**src/rtl/sha1_pad.sv**
```systemverilog
`default_nettype none
// ============================================================================
//  Module      : sha1_pad
//  Description : SHA-1 message padder; packs 32-bit words into 512-bit blocks
//                and appends the 0x80 marker, zero fill and 64-bit length.
//  Revision    : 1.0 - initial release
// ============================================================================
module sha1_pad (
    input  logic         clk,
    input  logic         rst_n,
    input  logic         in_valid,
    input  logic [31:0]  in_data,
    input  logic         in_last,
    input  logic [2:0]   in_nbytes,
    output logic         in_ready,
    output logic         blk_valid,
    output logic [511:0] blk_data,
    output logic         blk_last,
    input  logic         blk_done
);

    localparam logic [1:0] C_FILL  = 2'd0;
    localparam logic [1:0] C_SEND  = 2'd1;
    localparam logic [1:0] C_EXTRA = 2'd2;

    logic [1:0]   r_state;
    logic [1:0]   w_state_nxt;
    logic [3:0]   r_k;
    logic [63:0]  r_len;
    logic [511:0] r_blk;
    logic         r_last;
    logic         r_extra;
    logic         r_extra_pad;

    logic         w_accept;
    logic [2:0]   w_nb;
    logic         w_n4;
    logic         w_fits;
    logic [5:0]   w_shift;
    logic [63:0]  w_len_nxt;
    logic [31:0]  w_word;
    logic [511:0] w_fill_blk;
    logic [511:0] w_extra_blk;

    assign w_accept  = in_valid && (r_state == C_FILL);
    assign w_nb      = (!in_last || (in_nbytes > 3'd4)) ? 3'd4 : in_nbytes;
    assign w_n4      = (w_nb == 3'd4);
    assign w_fits    = w_n4 ? (r_k <= 4'd12) : (r_k <= 4'd13);
    assign w_shift   = {w_nb, 3'b000};
    assign w_len_nxt = r_len + {58'd0, w_nb, 3'b000};

    // A shift of 32 yields all-ones keep and no marker, so n=4 passes through.
    assign w_word = in_last ? ((in_data & ~(32'hFFFF_FFFF >> w_shift)) |
                               (32'h8000_0000 >> w_shift))
                            : in_data;

    always_comb begin
        w_fill_blk = r_blk;
        for (int i = 0; i < 16; i++) begin
            if (4'(i) == r_k) begin
                w_fill_blk[511-32*i -: 32] = w_word;
            end else if (in_last && (4'(i) > r_k)) begin
                w_fill_blk[511-32*i -: 32] =
                    (w_n4 && (4'(i) == r_k + 4'd1)) ? 32'h8000_0000 : 32'h0;
            end
        end
        if (in_last && w_fits) begin
            w_fill_blk[63:0] = w_len_nxt;
        end
    end

    always_comb begin
        w_extra_blk          = '0;
        w_extra_blk[511:480] = r_extra_pad ? 32'h8000_0000 : 32'h0;
        w_extra_blk[63:0]    = r_len;
    end

    always_comb begin
        w_state_nxt = r_state;
        case (r_state)
            C_FILL:  if (w_accept && (in_last || (r_k == 4'd15))) w_state_nxt = C_SEND;
            C_SEND:  if (blk_done) w_state_nxt = r_extra ? C_EXTRA : C_FILL;
            C_EXTRA: w_state_nxt = C_SEND;
            default: w_state_nxt = C_FILL;
        endcase
    end

    always_ff @(posedge clk or negedge rst_n) begin
        if (!rst_n) begin
            r_state <= C_FILL;
        end else begin
            r_state <= w_state_nxt;
        end
    end

    always_ff @(posedge clk or negedge rst_n) begin
        if (!rst_n) begin
            r_k         <= '0;
            r_len       <= '0;
            r_blk       <= '0;
            r_last      <= 1'b0;
            r_extra     <= 1'b0;
            r_extra_pad <= 1'b0;
        end else begin
            case (r_state)
                C_FILL: begin
                    if (w_accept) begin
                        r_blk <= w_fill_blk;
                        r_len <= w_len_nxt;
                        if (in_last) begin
                            r_last      <= w_fits;
                            r_extra     <= !w_fits;
                            r_extra_pad <= w_n4 && (r_k == 4'd15);
                        end else begin
                            // Wraps 15 -> 0 when a full block leaves for SEND.
                            r_k    <= r_k + 4'd1;
                            r_last <= 1'b0;
                        end
                    end
                end
                C_SEND: begin
                    if (blk_done && !r_extra && r_last) begin
                        r_len  <= '0;
                        r_k    <= '0;
                        r_last <= 1'b0;
                    end
                end
                C_EXTRA: begin
                    r_blk   <= w_extra_blk;
                    r_last  <= 1'b1;
                    r_extra <= 1'b0;
                end
                default: ;
            endcase
        end
    end

    assign in_ready  = (r_state == C_FILL);
    assign blk_valid = (r_state == C_SEND);
    assign blk_last  = r_last;
    assign blk_data  = r_blk;

endmodule
`default_nettype wire

```
**config.mk**
```make
export PLATFORM = sky130hd
export DESIGN_NAME = sha1_pad
export DESIGN_NICKNAME = d
export VERILOG_FILES = /design/src/rtl/sha1_pad.sv
export SDC_FILE = /design/constraint.sdc
export NUM_CORES = 1
export LEC_CHECK = 0
export CAP_MARGIN = 40
export CELL_PAD_IN_SITES_DETAIL_PLACEMENT = 0
export CELL_PAD_IN_SITES_GLOBAL_PLACEMENT = 2
export CORE_UTILIZATION = 31
export CTS_CLUSTER_SIZE = 20
export DETAILED_ROUTE_END_ITERATION = 8
export GPL_TIMING_DRIVEN = 1
export PLACE_DENSITY = 0.89
export SLEW_MARGIN = 0
export SYNTH_ARGS = -nofsm -noshare
export SYNTH_HDL_FRONTEND = slang
export SYNTH_SLANG_ARGS = --single-unit
```
**constraint.sdc**
```tcl
create_clock -name clk -period 3.6 [get_ports clk]
set_clock_uncertainty 0.05 [all_clocks]
set_input_delay 0.36 -clock clk [delete_from_list [all_inputs] [get_ports clk]]
set_output_delay 0.36 -clock clk [all_outputs]
set_load 0.02 [all_outputs]
```
# ---- After elaboration in Yosys (flattened, before gate mapping)
# Index checks and enable logic that the tools add are counted.
dict set report totals {
  reg_bits 585
  latch_bits 0
  mem_bits_rw 0
  rom_bits 0
  in_bits 40
  output_inout_bits 515
  wordCells 248
  memories 0
}
dict set report op_classes {
  add_sub_neg 2
  n_mul 0
  n_div 0
  n_lt_le_gt_ge 19
  eq_ne 56
  shifts 2
  n_mux 73
  bitwise_logic 3
  n_reduce_logical 71
}
# op n
set op_table {}
lappend op_table {{32-bit 2-to-1 mux} 50}
lappend op_table {{512-bit one-hot mux with 2 select lines} 1}
lappend op_table {{512-bit 2-to-1 mux} 1}
lappend op_table {{64-bit 2-to-1 mux} 3}
lappend op_table {{64-bit one-hot mux with 2 select lines} 1}
lappend op_table {{64-bit by 6-bit adder with 64-bit output} 1}
lappend op_table {{4-bit equality test (first input constant)} 16}
lappend op_table {{32-bit by 6-bit right shift with 32-bit output (first input constant)} 2}
lappend op_table {{3-bit AND reduction} 20}
lappend op_table {{3-bit by 1-bit != test with 1-bit output (second input constant)} 14}
lappend op_table {{1-bit logical AND} 38}
lappend op_table {{32-bit bitwise AND} 1}
lappend op_table {{3-bit by 4-bit equality test with 1-bit output (first input constant)} 8}
lappend op_table {{4-bit greater-than comparator (first input constant)} 8}
lappend op_table {{32-bit inverter} 1}
lappend op_table {{32-bit OR} 1}
lappend op_table {{2-bit by 4-bit equality test with 1-bit output (first input constant)} 4}
lappend op_table {{3-bit by 4-bit greater-than comparator with 1-bit output (first input constant)} 4}
lappend op_table {{4-bit 2-to-1 mux} 3}
lappend op_table {{1-bit by 4-bit equality test with 1-bit output (first input constant)} 2}
lappend op_table {{1-bit by 4-bit greater-than comparator with 1-bit output (first input constant)} 2}
lappend op_table {{2-bit by 4-bit greater-than comparator with 1-bit output (first input constant)} 2}
lappend op_table {{4-bit <= comparator (second input constant)} 2}
lappend op_table {{4-bit zero test} 2}
lappend op_table {{23 further kinds} 39}

# ---- Logic depth before layout (Yosys ltp)
# Gate-level depths: netlist of the first run.
dict set report depth {
  depth_word 12
  ltp_mapped 16
  depth_no_buf 10
}

# ---- Worst setup path before layout of the first run
# Ideal clock, no wire load.
dict set report synth_timing {
  kind {input to register}
  start {input in_last}
  end {register r_len[63]}
  setup_time_ns 0.126
  t_arrival_ns 3.132
  required_ns 3.424
  setup_slack_ns 0.292
  path_stages 11
  path_buffers 4
  cell_sequence {buf_2 nand2b_1 clkbuf_1 clkbuf_1 buf_1 ha_1 nor2_1 a21o_1 or2_2 or4_1 a311o_1}
}
dict set report synth_via {
  elab_chain_len 6
}
# item line
set synth_rtl {}
lappend synth_rtl {{from (decl)} 13} ;# input logic in_last,
lappend synth_rtl {{1-bit zero test} 46} ;# assign w_nb = (!in_last || (in_nbytes > 3'd4)) ? 3'd4 : in_nbytes;
lappend synth_rtl {{1-bit logical OR} 46}
lappend synth_rtl {{3-bit 2-to-1 mux} 46}
lappend synth_rtl {{64-bit by 6-bit adder with 64-bit output} 50} ;# assign w_len_nxt = r_len + {58'd0, w_nb, 3'b000};
lappend synth_rtl {{64-bit 2-to-1 mux} 107} ;# if (w_accept) begin
lappend synth_rtl {{64-bit one-hot mux with 2 select lines} 105} ;# case (r_state)
lappend synth_rtl {{to (signal assigned)} 109} ;# r_len <= w_len_nxt;
lappend synth_rtl {{to (decl)} 29} ;# logic [63:0] r_len;
# Every way passes these cells. The select of a mux whose other input is x is not followed.
# A chain may end at the register's enable or synchronous reset.

# ---- Worst setup path after layout of the first run
dict set report layout_timing {
  start {register r_state[0]}
  end {register r_blk[58] (netlist: blk_data[58])}
}
dict set report layout_via {
  elab_chain_len 4
  elab_cells_between_ends 8
  classes_between {eq/ne (3); mux (1); reduce/logical (4)}
}
# item line
set layout_rtl {}
lappend layout_rtl {{from (decl)} 26} ;# logic [1:0] r_state;
lappend layout_rtl {{from (signal assigned)} 92} ;# r_state <= w_state_nxt;
lappend layout_rtl {{2-bit zero test} {45, 105}}
lappend layout_rtl {{1-bit logical AND} 45} ;# assign w_accept = in_valid && (r_state == C_FILL);
lappend layout_rtl {{2-bit by 1-bit != test with 1-bit output (no source line)} n/a}
lappend layout_rtl {{3-bit AND reduction (no source line)} n/a}
lappend layout_rtl {{to (signal assigned)} 108} ;# r_blk <= w_fill_blk;
lappend layout_rtl {{to (signal assigned)} 129} ;# r_blk <= w_extra_blk;
lappend layout_rtl {{to (decl)} 30} ;# logic [511:0] r_blk;
# Parallel ways exist; a longest one is shown, timed or not.

==> results of run 1 <==
per-stage QoR:
stage / utilization / worst slack (ps) / instances / hold WS (ps) / total power (W)
after global routing: 0.435 / 327 / 4399 / 295 / 0.0267
after CTS: 0.435 / 546 / 4399 / 259 / 0.0257
after detailed placement: 0.406 / 149 / 4271 / 333 / 0.0184
after floorplan: - / 292 / 2755 / 14.4 / 0.0130
after global placement: 0.405 / 215 / 4268 / 334 / 0.0183
final: 0.435 / 502 / 4402 / 238 / 0.0256
where the power goes:
| part | total, W | internal, W | leakage, nW | switching (W) |
|---|---|---|---|---|
| registers | 0.00884 | 0.00788 | 7.90 | 0.000960 |
| clock network | 0.00727 | 0.00423 | 1.15 | 0.00304 |
| logic | 0.00947 | 0.00350 | 5.69 | 0.00597 |
| total | 0.0256 | 0.0156 | 14.7 | 0.00996 |
cell families after synthesis:
kind of cell               after synthesis
and+or+nand+nor                        982
xor gates and xnor gates                22
muxes                                   17
adders and majority gates               15
DFF                                    582
buffers and inverters                  274
AOI/OAI and AO/OA                      863
layout make-up:
| type | count | area (um2) |
|---|---|---|
| multi-input combinational | 1899 | 10000 |
| tap | 1060 | 1330 |
| inverter | 30 | 113 |
| clock buffer | 112 | 2080 |
| fill | 7995 | 45800 |
| timing repair buffer | 701 | 6880 |
| sequential | 582 | 14600 |
| clock inverter | 15 | 302 |
| antenna | 3 | 7.51 |
critical path: cells and delay by family, from the launching register on:
kind	cells	cell delay [ps]
fa+ha+maj	1	420
compound gates	4	1040
flops	1	420
simple gates	2	620
buf+inv	2	410
cells in the final DEF (no fill, tap or decap), drive strengths merged, types with 15 or more instances in the layout:
cell type      count
a21oi             55
a31oi             31
and3              15
buf              147
clkbuf           112
clkdlybuf4s50    553
dfrtp            582
ha                15
inv               29
mux2i             17
nand2            619
nand3             62
nand3b            27
nand4             40
nor2              88
nor3              30
nor4              30
o21ai            603
o311ai            18
o31ai             21
o41ai             21
routing by layer:
metal,wire [um],track usage
met4,5560,0.126
met2,53200,0.427
met3,10000,0.0664
met5,34,0
met1,49700,0.369
sequential cells by signal, summed over array words and instances (netlist names):
name and count:
r_extra 1, blk_last 1, blk_data 512, r_len 61
r_k 4, r_extra_pad 1, r_state 2
repair_timing:
action                     4_1_cts  5_1_grt
hold endpoints to repair        59        0
hold buffers                     1        0
setup endpoints to repair        0        0
synthesized netlist by cell type (all sizes together), types with 29 or more instances:
| cell | instances | share of area |
|---|---|---|
| dfrtp | 582 | 0.57 |
| nor3 | 30 | 0.0061 |
| nor2 | 88 | 0.013 |
| inv | 29 | 0.0043 |
| a31oi | 31 | 0.0076 |
| nand3 | 62 | 0.012 |
| nand4 | 40 | 0.010 |
| a21oi | 55 | 0.011 |
| nor4 | 30 | 0.0076 |
| o21ai | 603 | 0.12 |
| nand2 | 619 | 0.091 |
| clkbuf | 216 | 0.032 |
how the worst max path moves through the flow:
stage	endpoint	slack, ps	cells past startpoint
2_1_floorplan	r_len[63]	290	11
3_3_place_gp	r_len[52]	210	9
3_5_place_dp	r_len[52]	150	9
4_1_cts	blk_data[58]	550	9
5_1_grt	blk_data[330]	330	8
6_report	blk_data[58]	500	9
==> impl_metrics.csv, run 1 <==
group,metric,value,unit
synthesis,synthCells,2755,
floorplanning,fp-row-count,104,
synthesis,synth_compound_area_frac,0.195,
sta,slew_headroom,0.399,
route,wl_per_cell,26.9,um
sta,period_share,0.861,
min_path,hold_path.class,"input port to asynchronous set/reset pin",
floorplanning,io_pins,555,
placed_design,place_area,32900,um2
clock_network,postCtsSetupRepairBufs,0,
setup_path,cpMaxStageDelayCell,"a21oi_1",
clock_network,htreeDepth,3,
route,wl,118000,um
synthesis,synth_mux_area_frac,0.00666,
pwr,leakagePower,14.7,nW
route,vias,24000,
setup_path,cpPeakStageDelay,430,ps
finish,layout.nets,3338,
synthesis,synth-seq-cells,582,
sta,setup_viol,0,
floorplanning,dieHeight,289,um
synthesis,syn_area_per_cell,9.27,um2
pwr,ir_worst_vdd,0.358,mV
setup_path,rr_endpoint,"blk_data[58]",
placed_design,hpwlAfterDp,84100,um
sta,max_freq,323,MHz
floorplanning,core-area,81100,um2
clock_network,clk_latency,630,ps
route,drc,0,
synthesis,synth_nets,2810,
clock_network,cts_resized,0,
clock_network,cts_tree,"built",
setup_path,regToRegSetupSlack,500,ps
synthesis,ys_seq_area_frac,0.570,
setup_path,r2r_cells,9,
clock_network,path_clk_slew,60,ps
outcome,outcome,"finished, final reports clean",
setup_path,critPathKind,"register to register",
clock_network,clock_path_buffers,3,
floorplanning,die-area,83600,um2
synthesis,synth_area,25500,um2
setup_path,crit_arrival,3540,ps
synthesis,synthSimpleGateAreaFrac,0.172,
clock_network,cts-root-buf,"clkbuf_16",
global_route,grt_first_pass_wirelength,169000,um
setup_path,cp_cell_sequence,"inv_1, ha_1, nand2_1, or2_2, a21oi_1, buf_4, o21ai_0, a41o_1, o221a_2",
route,dr.pass1.iters,7,
global_route,grt_overflow,0,
synthesis,synth_edf_count,0,
global_route,grt_pass1_vias,23100,
floorplanning,start_util,0.315,
placed_design,gp_congestion,0.924,
synthesis,postSynth.asyncResetShare,1.00,
global_route,antenna_found_initial,6,
sta,worst_slew_pin_slew,894,ps
clock_network,cts_buffers,69,
route,ant_nets,0,
synthesis,ys.flop_type,"dfrtp_1",
clock_network,cts.sinks,582,
sta,finalHoldViolations,0,
setup_path,regToRegStartpoint,"r_state[0]",
sta,tns,0,ps
setup_path,critPathRequiredTime,4040,ps
synthesis,synthAdderAreaFrac,0.00735,
setup_path,path_max_fanout,10,
synthesis,ys_warn_count,0,
synthesis,synth.distinct_cells,79,
placed_design,port_buffers,554,
global_route,grt_start_max_net_pins,122,
finish,final_design_area_no_fill,35300,um2
pwr,power_density,725,nW/um2
floorplanning,die_x,289,um
setup_path,critPathLaunch,"r_state[0]",
sta,post-route-min-period,3100,ps
route,avgViaCountPerCell,5.46,
synthesis,synth_top_family_by_area,"compound AO/OA/AOI/OAI gates",
finish,drive_gt1_frac,0.0875,
setup_path,end_kind,"register",
sta,rsz0062_at_grt,"false",
finish,synthToLayoutAreaGrowth,38.2,%
synthesis,synth_xor_xnor_area_share,0.00754,
run,maxCapViolations,0,
sta,slew_violations,0,
global_route,grt_usage,0.277,
setup_path,worstSetupStartpointType,"register",
route,drt_first_iter_violations,2085,
(Power assumes the default switching activity.)
==> run 2, diff against run 1 <==
--- a/config.mk
+++ b/config.mk
@@ -7,12 +7,12 @@
 export LEC_CHECK = 0
 export CAP_MARGIN = 40
 export CELL_PAD_IN_SITES_DETAIL_PLACEMENT = 0
-export CELL_PAD_IN_SITES_GLOBAL_PLACEMENT = 2
-export CORE_UTILIZATION = 31
+export CELL_PAD_IN_SITES_GLOBAL_PLACEMENT = 1
+export CORE_UTILIZATION = 39
 export CTS_CLUSTER_SIZE = 20
 export DETAILED_ROUTE_END_ITERATION = 8
 export GPL_TIMING_DRIVEN = 1
-export PLACE_DENSITY = 0.89
+export PLACE_DENSITY = 0.9
 export SLEW_MARGIN = 0
 export SYNTH_ARGS = -nofsm -noshare
 export SYNTH_HDL_FRONTEND = slang
==> run 2 against run 1 <==
Die area decreased by 20%; highest routed layer unchanged; setup slack worse by 82 ps; clock-buffer cell count shrank 22; critical path type unchanged.
==> impl_metrics.csv, run 2 (same netlist as run 1, synthesis figures left out) <==
group,metric,value,unit
sta,finalHoldViolations,0,
sta,post-route-min-period,3180,ps
floorplanning,die-area,66500,um2
sta,slew_violations,0,
setup_path,cp_top_family,"compound AO/OA/AOI/OAI gates",
route,wl_per_cell,27.0,um
outcome,outcome,"finished, final reports clean",
setup_path,worstSetupStartpointType,"register",
route,ant_nets,0,
pwr,ir_worst_vdd,0.412,mV
route,vias,24800,
pwr,leakagePower,14.7,nW
route,drt_first_iter_violations,2908,
pwr,sw_frac_of_total,0.389,
finish,largest_reg_flops,512,
floorplanning,start_util,0.396,
sta,worst_slew_pin_slew,924,ps
setup_path,worstPathBufferInverterCount,2,
sta,max_freq,314,MHz
floorplanning,dieHeight,258,um
route,avgViaCountPerCell,5.92,
finish,synthToLayoutAreaGrowth,36.7,%
route,drc,0,
setup_path,crit_arrival,3680,ps
global_route,grt_pass1_vias,23600,
clock_network,htreeDepth,3,
finish,layout.nets,3335,
pwr,p_comb_frac,0.374,
route,dr.pass1.iters,7,
sta,tns,0,ps
clock_network,path_clk_slew,60,ps
clock_network,clk_latency,630,ps
clock_network,postCtsSetupRepairBufs,0,
pwr,p_seq_frac,0.349,
finish,layout_common_cells,"nand2_1, o21ai_0, dfrtp_1",
clock_network,cts_tree,"built",
global_route,antenna_found_initial,6,
floorplanning,core-area,64600,um2
clock_network,cts-root-buf,"clkbuf_16",
sta,rsz0062_at_grt,"false",
clock_network,cts_resized,0,
global_route,grt_start_max_net_pins,98,
global_route,grt_overflow,0,
pwr,power,0.0252,W
finish,multi_input_area,10000,um2
setup_path,cpMaxStageDelayCell,"o21ai_0",
global_route,grt_first_pass_wirelength,166000,um
setup_path,cp_cell_sequence,"inv_1, ha_1, and2_1, o21ai_0, nand3_1, buf_4, o21ai_0, a21oi_1, nor2_1",
floorplanning,io_pins,555,
sta,period_share,0.883,
pwr,switchingPower,0.00983,W
placed_design,gp_congestion,0.989,
global_route,grt_usage,0.337,
clock_network,cts.sinks,582,
clock_network,clock_path_buffers,3,
setup_path,critPathRequiredTime,4100,ps
setup_path,cpPeakStageDelay,750,ps
placed_design,port_buffers,554,
setup_path,r2r_cells,9,
sta,slew_headroom,0.384,
clock_network,cts_buffers,67,
setup_path,critPathKind,"register to register",
setup_path,critPathMostFrequentCell,"o21ai_0",
min_path,hold_path.class,"input port to asynchronous set/reset pin",
setup_path,cp.depth,9,
finish,n_fill_cell,5906,
route,wl,113000,um
setup_path,path_max_fanout,27,
finish,final_common_cell,"nand2_1",
sta,setup_viol,0,
placed_design,hpwlAfterDp,79800,um
finish,drive_gt1_frac,0.0887,
pwr,intPower,0.0154,W
finish,seq_area,14600,um2
floorplanning,die_x,258,um
pwr,clockPowerShare,0.277,
floorplanning,fp-row-count,93,
setup_path,end_kind,"register",
pwr,power_density,723,nW/um2
run,maxCapViolations,0,
[run 2: layout make-up]
class,count,area share
Clock inverter,26,0.00996
Antenna cell,4,0.000287
Clock buffer,90,0.0548
Sequential cell,582,0.417
Inverter,30,0.00323
Multi-Input combinational cell,1899,0.287
Timing Repair Buffer,700,0.197
Tap cell,855,0.0306
[run 2: per-layer routing]
metal  share of wire  global-route usage  wire length [um]  vias up
li1                -                   -                 -    10700
met1            0.39               0.438             44200    12300
met2            0.45               0.509             50400     1473
met3           0.099              0.0883             11300      326
met4           0.063               0.195              7170        8
met5         0.00047                   0                53        -
[run 2: repair_timing]
| action | in CTS | in global routing |
|---|---|---|
| hold buffers | 1 | 0 |
| hold endpoints to repair | 79 | 0 |
| setup endpoints to repair | 0 | 0 |
[run 2: through the flow]
stage               area (um2)  setup WS, ps  utilization  hold WS (ps)  instances
global route             34900           348        0.540           427       4182
global placement         32500           256        0.504           404       4061
CTS                      34900           527        0.540           370       4182
detailed placement       32600           199        0.505           411       4065
floorplan                25500           292            -          14.4       2755
finish                   34900           420        0.541           374       4186
[run 2: worst paths after layout]
path / slack [ps] / from / endpoint
max in group asynchronous: 2070 / rst_n / r_len[61]
hold / removal: 370 / rst_n / blk_data[22]
hold reg to reg: 420 / blk_data[257] / blk_data[257]
min in group clk: 400 / in_data[1] / blk_data[1]
setup / recovery: 420 / r_k[0] / blk_data[14]
setup reg to reg: 420 / r_k[0] / blk_data[14]
[run 2: worst reg2reg max path, stage by stage (launching register included)]
cell	delay [ps]
dfrtp_1	350
inv_1	120
ha_1	350
and2_1	270
o21ai_0	420
nand3_1	240
buf_4	310
o21ai_0	760
a21oi_1	100
nor2_1	170
[run 2: power by group through the flow]
| stage | Clock (W) | Combinational, W | Sequential (W) |
|---|---|---|---|
| after floorplan | 0 | 0.00279 | 0.0102 |
| after global placement | 0 | 0.00918 | 0.00887 |
| after detailed placement | 0 | 0.00936 | 0.00890 |
| after CTS | 0.00707 | 0.00939 | 0.00880 |
| after global routing | 0.00732 | 0.00994 | 0.00894 |
| final | 0.00699 | 0.00944 | 0.00881 |
==> run 3, diff against run 2 <==
--- a/config.mk
+++ b/config.mk
@@ -9,6 +9,7 @@
 export CELL_PAD_IN_SITES_DETAIL_PLACEMENT = 0
 export CELL_PAD_IN_SITES_GLOBAL_PLACEMENT = 1
 export CORE_UTILIZATION = 39
+export CTS_CLUSTER_DIAMETER = 50
 export CTS_CLUSTER_SIZE = 20
 export DETAILED_ROUTE_END_ITERATION = 8
 export GPL_TIMING_DRIVEN = 1
==> run 3 against run 2 <==
Via count did not move; first-iteration DRC count rose by 8.3%; global-route usage fell by 0.11 points; die area did not move; wire length barely moved; sequential share of layout area fell by 0.18 points; register-to-register slack barely moved; final cell count rose by 0.19%; fmax rose by 0.15%; clock power rose by 4.9%; non-clock buffer count did not move; sequential power barely moved; critical endpoint is now blk_data[326]; largest power group unchanged.
==> impl_metrics.csv, run 3 (same netlist as run 1, synthesis figures left out) <==
group,metric,value,unit
outcome,outcome,"finished, final reports clean",
clock_network,cts-root-buf,"clkbuf_16",
finish,layout_common_cells,"nand2_1, o21ai_0, dfrtp_1",
finish,largest_reg_flops,512,
global_route,grt_overflow,0,
finish,layout.nets,3336,
run,maxCapViolations,0,
sta,finalHoldViolations,0,
route,drc,0,
sta,tns,0,ps
setup_path,worstSetupStartpointType,"register",
clock_network,htreeDepth,3,
route,avgViaCountPerCell,5.91,
setup_path,critPathKind,"register to register",
pwr,leakagePower,14.7,nW
sta,hold_ws,348,ps
min_path,hold_path.class,"input port to asynchronous set/reset pin",
clock_network,clock_path_buffers,3,
route,wl,113000,um
route,wl_per_cell,26.9,um
route,wl_met1,44500,um
route,vias,24800,
sta,slew_headroom,0.386,
global_route,grt_first_pass_wirelength,165000,um
finish,stdcell_count,4194,
sta,max_freq,315,MHz
global_route,grt_pass1_vias,23400,
placed_design,place_area,32600,um2
clock_network,cts_tree,"built",
clock_network,path_clk_slew,70,ps
placed_design,gp_congestion,0.989,
global_route,antenna_found_initial,9,
setup_path,critPathRequiredTime,4090,ps
sta,rsz0062_at_grt,"false",
route,drt_first_iter_violations,3150,
sta,period_share,0.882,
route,ant_nets,0,
floorplanning,io_pins,555,
sta,post-route-min-period,3180,ps
sta,setup_viol,0,
clock_network,clk_latency,630,ps
sta,worst_slew_pin_slew,921,ps
finish,final_common_cell,"nand2_1",
sta,fin_ws,425,ps
clock_network,cts_buffers,68,
placed_design,dp_slack,199,ps
floorplanning,dieHeight,258,um
floorplanning,core-area,64600,um2
pwr,ir_worst_vdd,0.480,mV
floorplanning,fp-row-count,93,
placed_design,placed_cells,4065,
placed_design,hpwlAfterDp,79800,um
floorplanning,die-area,66500,um2
clock_network,postCtsSetupRepairBufs,0,
global_route,grt_usage,0.336,
clock_network,cts.sinks,582,
route,dr.pass1.iters,5,
route,wl_met2,50700,um
finish,n_fill_cell,5896,
sta,slew_violations,0,
finish,synthToLayoutAreaGrowth,37.3,%
setup_path,crit_arrival,3660,ps
setup_path,end_kind,"register",
setup_path,path_max_fanout,21,
finish,final_design_area_no_fill,35100,um2
finish,multi_input_area,10000,um2
route,routed-wl-met3,10600,um
pwr,power_density,730,nW/um2
finish,seq_area,14600,um2
placed_design,port_buffers,554,
global_route,grt_start_max_net_pins,98,
finish,drive_gt1_frac,0.0924,
route,top_layer,"met5",
floorplanning,die_x,258,um
floorplanning,start_util,0.396,
run 3: worst paths after layout:
check | startpoint | endpoint | slack (ps) | cells past startpoint
setup reg to reg | r_state[0] | blk_data[326] | 420 | 8
hold reg to reg | blk_data[261] | blk_data[261] | 420 | 2
setup / recovery | r_state[0] | blk_data[326] | 420 | 8
max in group asynchronous | rst_n | r_len[27] | 2070 | 3
hold / removal | rst_n | blk_data[22] | 350 | 2
min in group clk | in_data[1] | blk_data[1] | 400 | 3
run 3: worst max-delay path, cell delays in order, from the launching register on:
cell	delay, ps
dfrtp_1	430
inv_1	150
ha_1	480
nand2_1	320
or2_2	430
nor3_1	380
nand3_1	270
buf_4	330
o21ai_0	230
run 3: power by group:
part / internal (W) / switching, W
sequential: 0.00787 / 0.000942
combinational: 0.00353 / 0.00591
clock: 0.00411 / 0.00323
total: 0.0155 / 0.0101
run 3: what timing repair did:
item                      4_1_cts  5_1_grt
gates resized for setup         0        0
hold buffers                    1        0
hold endpoints to repair       79        0
run 3: area by class of cell:
class | count | area share
clock inverters | 48 | 0.0180
inverters | 30 | 0.00321
clock buffers | 76 | 0.0508
flip-flops and latches | 582 | 0.415
diodes | 4 | 0.000285
repair buffers | 700 | 0.196
multi-input cells | 1899 | 0.286
well taps | 855 | 0.0305
run 3: per-layer routing:
layer	vias up	global-route usage
met4	10	0.184
met5	-	0
met2	1483	0.514
met1	12200	0.436
met3	336	0.0859
li1	10700	-
run 3: metrics by stage:
| step | util | total power [W] |
|---|---|---|
| 2_1_floorplan | - | 0.0130 |
| 3_3_place_gp | 0.504 | 0.0181 |
| 3_5_place_dp | 0.505 | 0.0183 |
| 4_1_cts | 0.543 | 0.0256 |
| 5_1_grt | 0.543 | 0.0266 |
| 6_report | 0.543 | 0.0256 |
